### src/rtl/instruction_loader_if.sv
// Load-port bundle between the UART byte source, the loader and the fetch stage.
// master = loader side, slave = environment side.
interface instruction_loader_if #(
  parameter int unsigned INSTRUCTION_BITS  = 32,
  parameter int unsigned MEM_SIZE_IN_WORDS = 20
);
  localparam int unsigned WCW = $clog2(MEM_SIZE_IN_WORDS + 1);

  logic                        i_start_load;
  logic [7:0]                  i_rx_data;
  logic                        i_rx_valid;
  logic                        i_full_mem;
  logic [INSTRUCTION_BITS-1:0] o_instruction;
  logic                        o_write_mem;
  logic                        o_busy;
  logic                        o_done;
  logic                        o_error;
  logic [WCW-1:0]              o_word_count;

  modport master (
    input  i_start_load,
    input  i_rx_data,
    input  i_rx_valid,
    input  i_full_mem,
    output o_instruction,
    output o_write_mem,
    output o_busy,
    output o_done,
    output o_error,
    output o_word_count
  );

  modport slave (
    output i_start_load,
    output i_rx_data,
    output i_rx_valid,
    output i_full_mem,
    input  o_instruction,
    input  o_write_mem,
    input  o_busy,
    input  o_done,
    input  o_error,
    input  o_word_count
  );
endinterface

### src/rtl/instruction_loader.sv
// Packs UART bytes MSB-first into instruction words and writes them
// into the fetch stage until the halt word, overflow or a stalled stream.
module instruction_loader #(
  parameter int unsigned INSTRUCTION_BITS  = 32,
  parameter int unsigned MEM_SIZE_IN_WORDS = 20,
  parameter logic [INSTRUCTION_BITS-1:0] HALT_WORD = '0,
  parameter int unsigned TIMEOUT_CYCLES    = 1000000
) (
  input logic i_clk,
  input logic i_reset,
  instruction_loader_if.master bus
);

  localparam int unsigned IB  = INSTRUCTION_BITS;
  localparam int unsigned BPW = IB / 8;
  localparam int unsigned BCW = (BPW > 1) ? $clog2(BPW) : 1;
  localparam int unsigned WCW = $clog2(MEM_SIZE_IN_WORDS + 1);
  localparam int unsigned TW  =
    (TIMEOUT_CYCLES > 0) ? $clog2(TIMEOUT_CYCLES + 1) : 1;

  localparam logic [BCW-1:0] LAST   = BCW'(BPW - 1);
  localparam logic [TW-1:0]  TMAX   = TW'(TIMEOUT_CYCLES);
  localparam bit             TMO_EN = (TIMEOUT_CYCLES != 0);

  typedef enum logic [2:0] {
    S_IDLE,
    S_RECV,
    S_WRITE,
    S_DONE,
    S_ERROR
  } state_t;

  state_t          state_q, state_d;
  logic [IB-1:0]   shift_q, shift_d;
  logic [BCW-1:0]  bcnt_q, bcnt_d;
  logic [TW-1:0]   tmo_q, tmo_d;
  logic [IB-1:0]   instr_q, instr_d;
  logic            wr_q, wr_d;
  logic [WCW-1:0]  wc_q, wc_d;

  logic [IB+7:0]   cat;
  logic [IB-1:0]   word;

  assign cat  = {shift_q, bus.i_rx_data};
  assign word = cat[IB-1:0];

  always_ff @(posedge i_clk or negedge i_reset) begin
    if (!i_reset) begin
      state_q <= S_IDLE;
      shift_q <= '0;
      bcnt_q  <= '0;
      tmo_q   <= '0;
      instr_q <= '0;
      wr_q    <= 1'b0;
      wc_q    <= '0;
    end else begin
      state_q <= state_d;
      shift_q <= shift_d;
      bcnt_q  <= bcnt_d;
      tmo_q   <= tmo_d;
      instr_q <= instr_d;
      wr_q    <= wr_d;
      wc_q    <= wc_d;
    end
  end

  always_comb begin
    state_d = state_q;
    shift_d = shift_q;
    bcnt_d  = bcnt_q;
    tmo_d   = tmo_q;
    instr_d = instr_q;
    wr_d    = 1'b0;
    wc_d    = wc_q;

    if (bus.i_start_load) begin
      state_d = S_RECV;
      shift_d = '0;
      bcnt_d  = '0;
      tmo_d   = '0;
      wc_d    = '0;
    end else begin
      unique case (state_q)
        S_RECV: begin
          if (bus.i_rx_valid) begin
            shift_d = word;
            tmo_d   = '0;
            if (bcnt_q == LAST) begin
              bcnt_d = '0;
              if (bus.i_full_mem) begin
                state_d = S_ERROR;
              end else begin
                instr_d = word;
                wr_d    = 1'b1;
                state_d = S_WRITE;
              end
            end else begin
              bcnt_d = bcnt_q + BCW'(1);
            end
          end else if (TMO_EN && bcnt_q != '0) begin
            // a partial word that stalls is dropped, never written
            if (tmo_q + TW'(1) == TMAX) begin
              state_d = S_ERROR;
              bcnt_d  = '0;
              tmo_d   = '0;
            end else begin
              tmo_d = tmo_q + TW'(1);
            end
          end
        end
        S_WRITE: begin
          wc_d = wc_q + WCW'(1);
          if (instr_q == HALT_WORD) begin
            state_d = S_DONE;
          end else begin
            state_d = S_RECV;
            if (bus.i_rx_valid) begin
              shift_d = word;
              bcnt_d  = BCW'(1);
              tmo_d   = '0;
            end
          end
        end
        S_IDLE, S_DONE, S_ERROR: begin
        end
        default: state_d = S_IDLE;
      endcase
    end
  end

  assign bus.o_instruction = instr_q;
  assign bus.o_write_mem   = wr_q;
  assign bus.o_busy        = (state_q == S_RECV) || (state_q == S_WRITE);
  assign bus.o_done        = (state_q == S_DONE);
  assign bus.o_error       = (state_q == S_ERROR);
  assign bus.o_word_count  = wc_q;

endmodule

### src/flat_wrapper.sv
// flat-port wrapper written by rule: the top's interface ports become plain ports
module instruction_loader_flat 
#(
  parameter int unsigned INSTRUCTION_BITS  = 32,
  parameter int unsigned MEM_SIZE_IN_WORDS = 20,
  parameter logic [INSTRUCTION_BITS-1:0] HALT_WORD = '0,
  parameter int unsigned TIMEOUT_CYCLES    = 1000000
)
  (i_clk, i_reset, bus_i_start_load, bus_i_rx_data, bus_i_rx_valid, bus_i_full_mem, bus_o_instruction, bus_o_write_mem, bus_o_busy, bus_o_done, bus_o_error, bus_o_word_count);
  instruction_loader_if #(.INSTRUCTION_BITS(INSTRUCTION_BITS), .MEM_SIZE_IN_WORDS(MEM_SIZE_IN_WORDS)) bus_i ();
  input logic i_clk;
  input logic i_reset;
  input wire logic [$bits(bus_i.i_start_load)-1:0] bus_i_start_load;
  input wire logic [$bits(bus_i.i_rx_data)-1:0] bus_i_rx_data;
  input wire logic [$bits(bus_i.i_rx_valid)-1:0] bus_i_rx_valid;
  input wire logic [$bits(bus_i.i_full_mem)-1:0] bus_i_full_mem;
  output wire logic [$bits(bus_i.o_instruction)-1:0] bus_o_instruction;
  output wire logic [$bits(bus_i.o_write_mem)-1:0] bus_o_write_mem;
  output wire logic [$bits(bus_i.o_busy)-1:0] bus_o_busy;
  output wire logic [$bits(bus_i.o_done)-1:0] bus_o_done;
  output wire logic [$bits(bus_i.o_error)-1:0] bus_o_error;
  output wire logic [$bits(bus_i.o_word_count)-1:0] bus_o_word_count;
  assign bus_i.i_start_load = bus_i_start_load;
  assign bus_i.i_rx_data = bus_i_rx_data;
  assign bus_i.i_rx_valid = bus_i_rx_valid;
  assign bus_i.i_full_mem = bus_i_full_mem;
  assign bus_o_instruction = bus_i.o_instruction;
  assign bus_o_write_mem = bus_i.o_write_mem;
  assign bus_o_busy = bus_i.o_busy;
  assign bus_o_done = bus_i.o_done;
  assign bus_o_error = bus_i.o_error;
  assign bus_o_word_count = bus_i.o_word_count;
  instruction_loader #(.INSTRUCTION_BITS(INSTRUCTION_BITS), .MEM_SIZE_IN_WORDS(MEM_SIZE_IN_WORDS), .HALT_WORD(HALT_WORD), .TIMEOUT_CYCLES(TIMEOUT_CYCLES)) u_core (.i_clk(i_clk), .i_reset(i_reset), .bus(bus_i));
endmodule
### config.mk
export PLATFORM = sky130hd
export DESIGN_NAME = instruction_loader_flat
export DESIGN_NICKNAME = d
export VERILOG_FILES = /design/src/rtl/instruction_loader_if.sv /design/src/rtl/instruction_loader.sv /design/src/flat_wrapper.sv
export SDC_FILE = /design/constraint.sdc
export NUM_CORES = 1
export LEC_CHECK = 0
export CORE_ASPECT_RATIO = 0.5
export CORE_MARGIN = 2
export CORE_UTILIZATION = 50
export CTS_CLUSTER_DIAMETER = 100
export DETAILED_ROUTE_END_ITERATION = 8
export DONT_BUFFER_PORTS = 1
export GPL_ROUTABILITY_DRIVEN = 0
export PLACE_DENSITY_LB_ADDON = 0.05
export SLEW_MARGIN = 20
export SYNTH_ARGS = -nofsm -noshare
export SYNTH_HDL_FRONTEND = slang
export SYNTH_SLANG_ARGS = --single-unit
### constraint.sdc
create_clock -name i_clk -period 2.8 [get_ports i_clk]
set_input_delay 0.56 -clock i_clk [delete_from_list [all_inputs] [get_ports i_clk]]
set_output_delay 0.56 -clock i_clk [all_outputs]
set_load 0.02 [all_outputs]
==> metrics, run 1 <==
Power Density=726.7 mW/mm2; slowest CP cell=or4_1; library cells used by synthesis=between 50 and 60; worst relative slew slack=0.5576; DRC=0; crit-path max cell delay=0.50 ns; Die Area=0.009414 mm2; clock skew=0.006444 ns; final instance area=0.004765 mm2; worst slew pin tran=0.6621 ns; Layout Nets=451; Synth Instances=436; fin cells=549; Pins Over Slew Limit=0; fin crit share=0.9555; CTS tree=yes; 1st-iter DRT viols=258; status=finished, final reports clean; register area share after synthesis=0.5057; Clock Sink Count=87; first-pass GRT wire length=around 16000 um; Hold Vio Cnt, Final=0; root buffer cell=clkbuf_16; die height=69.62 um; Post-synth EDFFs=0; Routed Antenna Nets=0; Post-Syn Nets=between 400 and 500; FILL cells=about 690; Initial Utilization=0.5268; Die X-Extent=135.2 um; DP Cell Count=between 500 and 600; Setup Buffers After CTS=0; core area=0.008173 mm2; critical path, cell by cell=ha_2, nand4_1, or4_4, xnor2_1, nand3_1, or4_1, buf_4, a21oi_1, o22ai_1; Ant. Diodes=0; mean area per synthesized cell=9.875 um2; clk buf depth=2; vias in the first global route=between 3000 and 4000; placed cell area=0.004452 mm2; #FFs+latches synth=87; Crit Path Max Fanout=8; Worst Hold Class=input pin to asynchronous set/reset pin; P&R area growth vs syn=10.67%; Max Fclk=373.8 MHz; synthesized cell area=approximately 0.0043 mm2; total length of routed wires=9199 um; crit end category=flip-flop; Yosys warning total=0; most frequent cells in the layout=dfrtp_1 (87), nand2_1 (55), mux2_2 (33); cts bufs inserted=9; Worst-Skew Late Latency=0.34 ns; PortBufs=0; total design power=0.003462 W; total number of vias=3215; Max VDD drop=439.1 uV; Critical Path AT=around 2.9 ns; First-pass DRT Iterations=4; H-tree Lvls=3; routed length per instance=~17 um; Final HPWL DP=6235 um; GRT overflow=0; R2R Setup Slk=0.12 ns; ys flop type=dfrtp_1; worst setup path class=flip-flop to flip-flop; FFs w/ async S/R, synth=1.000; worst reg-to-reg path cell count=9; Startpoint Class=flip-flop; reg2reg end=u_core.bcnt_q[1]; Pleak=around 2.1 nW; final setup vio count=0; All-Layer GR Usage=0.2143; # IOs=54; Hold Slack=0.1414 ns; share of layout cells above drive strength 1=0.1556; DR vias/cell=5.856; Worst-path clk slew=~0.060 ns; commonest non-fill, non-tap cell in the layout=dfrtp_1; largest net degree at the start of global routing=88; crit path time final=2.675 ns; initial antenna violation count=0; Rows=23; worst reg2reg path startpoint=u_core.tmo_q[0]; max-cap viol count=0; CP Data Required Time=roughly 3 ns
-- power by group --
group	internal, W	switching, W	leakage (nW)
Combinational	0.000274	0.000424	0.813
Clock	0.000653	0.000477	0.140
Sequential	0.00142	0.000211	1.19
-- registers in the layout (all words and copies together), names as in the netlist --
| signal | count |
|---|---|
| u_core.bus.o_write_mem | 1 |
| u_core.bus.o_word_count | 5 |
| u_core.bus.o_instruction | 32 |
| u_core.bcnt_q | 2 |
| u_core.shift_q | 24 |
| u_core.tmo_q | 20 |
| u_core.state_q | 3 |
-- cells in the mapped netlist (all sizes together), types with 2 or more instances --
library cell | number | area (um2)
nand2b | 27 | 168.9
nor2 | 22 | 82.58
o311ai | 3 | 26.28
dfrtp | 87 | 2177
o41ai | 2 | 17.52
and2 | 3 | 18.77
and3 | 6 | 37.54
clkbuf | 20 | 75.07
mux2 | 33 | 371.6
or3 | 11 | 68.82
or4 | 3 | 26.27
xnor2 | 4 | 35.03
nand4 | 15 | 100.1
inv | 7 | 26.28
o21ai | 38 | 190.2
nand3 | 25 | 125.1
ha | 5 | 62.56
nor3b | 3 | 22.52
buf | 8 | 45.04
o31ai | 5 | 42.54
xor2 | 3 | 26.28
a211oi | 2 | 15.01
nor4 | 14 | 100.1
nand2 | 55 | 206.5
nor3 | 6 | 30.03
nor2b | 4 | 25.02
a21oi | 9 | 45.04
-- routing by layer --
metal / track usage / wire length (um) / vias up
met3: 0.06579 / 465 / 6
li1: - / - / 1556
met2: 0.3480 / 4509 / 78
met4: 0.04398 / 41 / 0
met5: 0 / 0 / -
met1: 0.2861 / 4182 / 1575
-- stage by stage --
| stage | setup slack [ns] | util | setup TNS [ns] |
|---|---|---|---|
| final | 0.1246 | 0.5830 | 0 |
| after global routing | -0.001295 | 0.5830 | -0.001295 |
| after floorplan | 0.3188 | - | 0 |
| after detailed placement | 0.1586 | 0.5447 | 0 |
| after global placement | 0.2505 | 0.5447 | 0 |
| after CTS | 0.1108 | 0.5827 | 0 |
-- cell families after synthesis --
group,Yosys count,share of synthesized area
multiplexers,34,0.08864
AND/OR/NAND/NOR,199,0.2459
XOR/XNOR,7,0.01424
buffers and inverters,35,0.03400
flip-flops,87,0.5057
AO/OA/AOI/OAI,69,0.09707
adder cells (fa/ha/maj),5,0.01453
-- how the worst max path moves through the flow --
| stage | startpoint | to | cells past startpoint |
|---|---|---|---|
| 2_1_floorplan | u_core.tmo_q[0] | u_core.tmo_q[1] | 9 |
| 3_3_place_gp | u_core.tmo_q[0] | u_core.bcnt_q[1] | 9 |
| 5_1_grt | u_core.tmo_q[0] | u_core.bcnt_q[1] | 9 |
| 6_report | u_core.tmo_q[0] | u_core.bcnt_q[1] | 9 |
| 4_1_cts | u_core.tmo_q[0] | u_core.bcnt_q[1] | 9 |
| 3_5_place_dp | u_core.tmo_q[0] | u_core.bcnt_q[1] | 9 |
-- what timing repair did --
action	in CTS	in global routing
endpoints found under the setup margin	0	1
hold buffers	1	0
endpoints found under the hold margin	87	0
resized for setup	0	1
-- area by class of cell --
cell class,count,area [um2],share of cell area
clock inverters,3,26.28,0.005515
clock buffers,12,256.5,0.05383
inverters,7,26.28,0.005515
repair buffers,14,150.1,0.03151
multi-input cells,314,1988,0.4173
flip-flops and latches,87,2177,0.4569
well taps,112,140.1,0.02941
-- worst max-delay path, delay by kind of cell, from the launching register on --
kind,cells,cell delay (ns)
DFF,1,0.44
and+or+nand+nor,4,1.16
buffers and inverters,1,0.19
xor gates and xnor gates,1,0.15
adders and majority gates,1,0.27
AOI/OAI and AO/OA,2,0.35
(Power assumes the default switching activity.)
==> inputs of run 2 (changes only) <==
Settings changed: REMOVE_ABC_BUFFERS from default to 1.
==> run 2 against run 1 <==
Effect of this change: sequential power barely moved; combinational power rose by 2%; routed wire length rose by 1.3%; sequential share of layout area barely moved; critical endpoint unchanged; final cell count rose by 0.36%; cell area rose by 0.21%; count of clock-buffer cells in the layout fell by 1; via count rose by 0.96%; worst setup slack improved by 0.046 ns; maximum frequency rose by 1.8%.
==> metrics, run 2 (synthesis gave the netlist of run 1 again) <==
RSZ-0062 raised after global routing=no; worst reg2reg path startpoint=u_core.tmo_q[0] (unchanged); first-pass GRT wire length=16260 um (was 16090 um); worst relative slew slack=0.5485 (was 0.5576); Hold Slack=0.1029 ns (was 0.1414 ns); initial antenna violation count=0 (unchanged); All-Layer GR Usage=0.2181 (was 0.2143); largest net degree at the start of global routing=88 (unchanged); placed cell area=0.004467 mm2 (was 0.004452 mm2); Max Fclk=380.3 MHz (was 373.8 MHz); Final HPWL DP=6125 um (was 6235 um); worst setup path class=flip-flop to flip-flop (unchanged); Critical Path AT=2.84 ns (was 2.88 ns); Setup Buffers After CTS=0 (unchanged); Power Density=723.9 mW/mm2 (was 726.7 mW/mm2); routed length per instance=16.91 um (was 16.76 um); CP Data Required Time=3.01 ns (about the same); # IOs=54 (unchanged); Clock Sink Count=87 (unchanged); CTS tree=yes (unchanged); DR vias/cell=5.891 (was 5.856); DRC=0 (unchanged); final setup vio count=0 (unchanged); fin crit share=0.9390 (was 0.9555); clk buf depth=2 (unchanged); FILL cells=696 (was 689); Max VDD drop=357.5 uV (was 439.1 uV); worst reg-to-reg path cell count=9 (unchanged); vias in the first global route=3193 (was 3181); Initial Utilization=0.5268 (unchanged); crit end category=flip-flop (unchanged); 1st-iter DRT viols=333 (was 258); core area=0.008173 mm2 (unchanged); critical path, cell by cell=ha_1, and4_1, nor3_1, o211a_1, nor2_1, or4_1, buf_4, a21oi_1, o22ai_1 (was ha_2, nand4_1, or4_4, xnor2_1, nand3_1, or4_1, buf_4, a21oi_1, o22ai_1); crit-path max cell delay=0.54 ns (was 0.50 ns); Crit Path Max Fanout=8 (unchanged); Pins Over Slew Limit=0 (unchanged); final instance area=0.004775 mm2 (was 0.004765 mm2); flip-flop count of the largest register after layout=32 (unchanged); Hold Vio Cnt, Final=0 (unchanged); commonest non-fill, non-tap cell in the layout=dfrtp_1 (unchanged); H-tree Lvls=3 (unchanged); Worst Hold Class=input pin to asynchronous set/reset pin (unchanged); slowest CP cell=or4_1 (unchanged); Worst-path clk slew=0.06 ns (about the same); max-cap viol count=0 (unchanged); worst setup path start=u_core.tmo_q[0] (unchanged); crit path time final=2.629 ns (was 2.675 ns); Die X-Extent=135.2 um (unchanged); fin worst setup slack=0.1708 ns (was 0.1246 ns); Ant. Diodes=0 (unchanged); Pleak=2.143 nW (was 2.147 nW); total length of routed wires=9319 um (was 9199 um); share of layout cells above drive strength 1=0.1640 (was 0.1556); First-pass DRT Iterations=5 (was 4); most frequent cells in the layout=dfrtp_1 (85), nand2_1 (55), mux2_2 (33) (was dfrtp_1 (87), nand2_1 (55), mux2_2 (33)); total number of vias=3246 (was 3215); dpl ws=0.1646 ns (was 0.1586 ns); Startpoint Class=flip-flop (unchanged); Rows=23 (unchanged); total design power=0.003456 W (was 0.003462 W); Worst-Skew Late Latency=0.34 ns (about the same); GRT overflow=0 (unchanged); die height=69.62 um (unchanged); Setup crit end=u_core.bcnt_q[1] (unchanged); root buffer cell=clkbuf_16 (unchanged); reg2reg end=u_core.bcnt_q[1] (unchanged); PortBufs=0 (unchanged); worst slew pin tran=0.6757 ns (was 0.6621 ns); status=finished, final reports clean (unchanged); clock skew=0.005670 ns (was 0.006444 ns); Layout Nets=453 (was 451); R2R Setup Slk=0.17 ns (was 0.12 ns); Die Area=0.009414 mm2 (unchanged); P&R area growth vs syn=10.90% (was 10.67%); cts bufs inserted=9 (unchanged); Routed Antenna Nets=0 (unchanged)
-- run 2: metrics by stage --
step,utilization,TNS [ns],cells
2_1_floorplan,-,-10.58,408
3_3_place_gp,0.5465,0,535
3_5_place_dp,0.5465,0,535
4_1_cts,0.5836,0,551
5_1_grt,0.5842,0,551
6_report,0.5842,0,551
-- run 2: area by class of cell --
| cell class | instances | area, um2 | share of cell area |
|---|---|---|---|
| well taps | 112 | 140.1 | 0.02935 |
| inverters | 7 | 26.28 | 0.005503 |
| clock buffers | 11 | 242.7 | 0.05084 |
| repair buffers | 16 | 165.2 | 0.03459 |
| multi-input cells | 314 | 1988 | 0.4164 |
| flip-flops and latches | 87 | 2180 | 0.4565 |
| clock inverters | 4 | 32.53 | 0.006813 |
-- run 2: how the worst min path moves through the flow --
stage,startpoint,endpoint,slack (ns),depth (start not counted)
after floorplan,i_reset,u_core.bcnt_q[0],0.26,0
after global placement,i_reset,u_core.tmo_q[7],0.27,0
after detailed placement,i_reset,u_core.tmo_q[7],0.27,0
after CTS,i_reset,u_core.tmo_q[7],0.14,1
after global routing,i_reset,u_core.tmo_q[3],0.15,1
final,i_reset,u_core.tmo_q[3],0.10,1
-- run 2: power by group --
| part | total (W) | switching, W | leakage, nW | internal, W |
|---|---|---|---|---|
| Combinational | 0.000712 | 0.000433 | 0.824 | 0.000279 |
| Sequential | 0.00163 | 0.000205 | 1.19 | 0.00142 |
| Clock | 0.00112 | 0.000492 | 0.128 | 0.000624 |
| Total | 0.00346 | 0.00113 | 2.14 | 0.00233 |
-- run 2: routing by layer --
metal / routed length (um) / global-route usage
met1: 4095 / 0.2854
met3: 583 / 0.07822
met5: 0 / 0
met2: 4447 / 0.3356
met4: 193 / 0.07986
-- run 2: critical path, delay by kind of cell, from the launching register on --
| kind | cells | cell delay [ns] |
|---|---|---|
| buffers and inverters | 1 | 0.19 |
| flip-flops | 1 | 0.45 |
| AO/OA/AOI/OAI | 3 | 0.52 |
| AND/OR/NAND/NOR | 4 | 1.05 |
| adder cells (fa/ha/maj) | 1 | 0.28 |
-- run 2: timing repair --
action / 4_1_cts / 5_1_grt
endpoints found under the hold margin: 87 / 0
hold buffers: 1 / 0
endpoints found under the setup margin: 0 / 3
gates resized for setup: 0 / 3
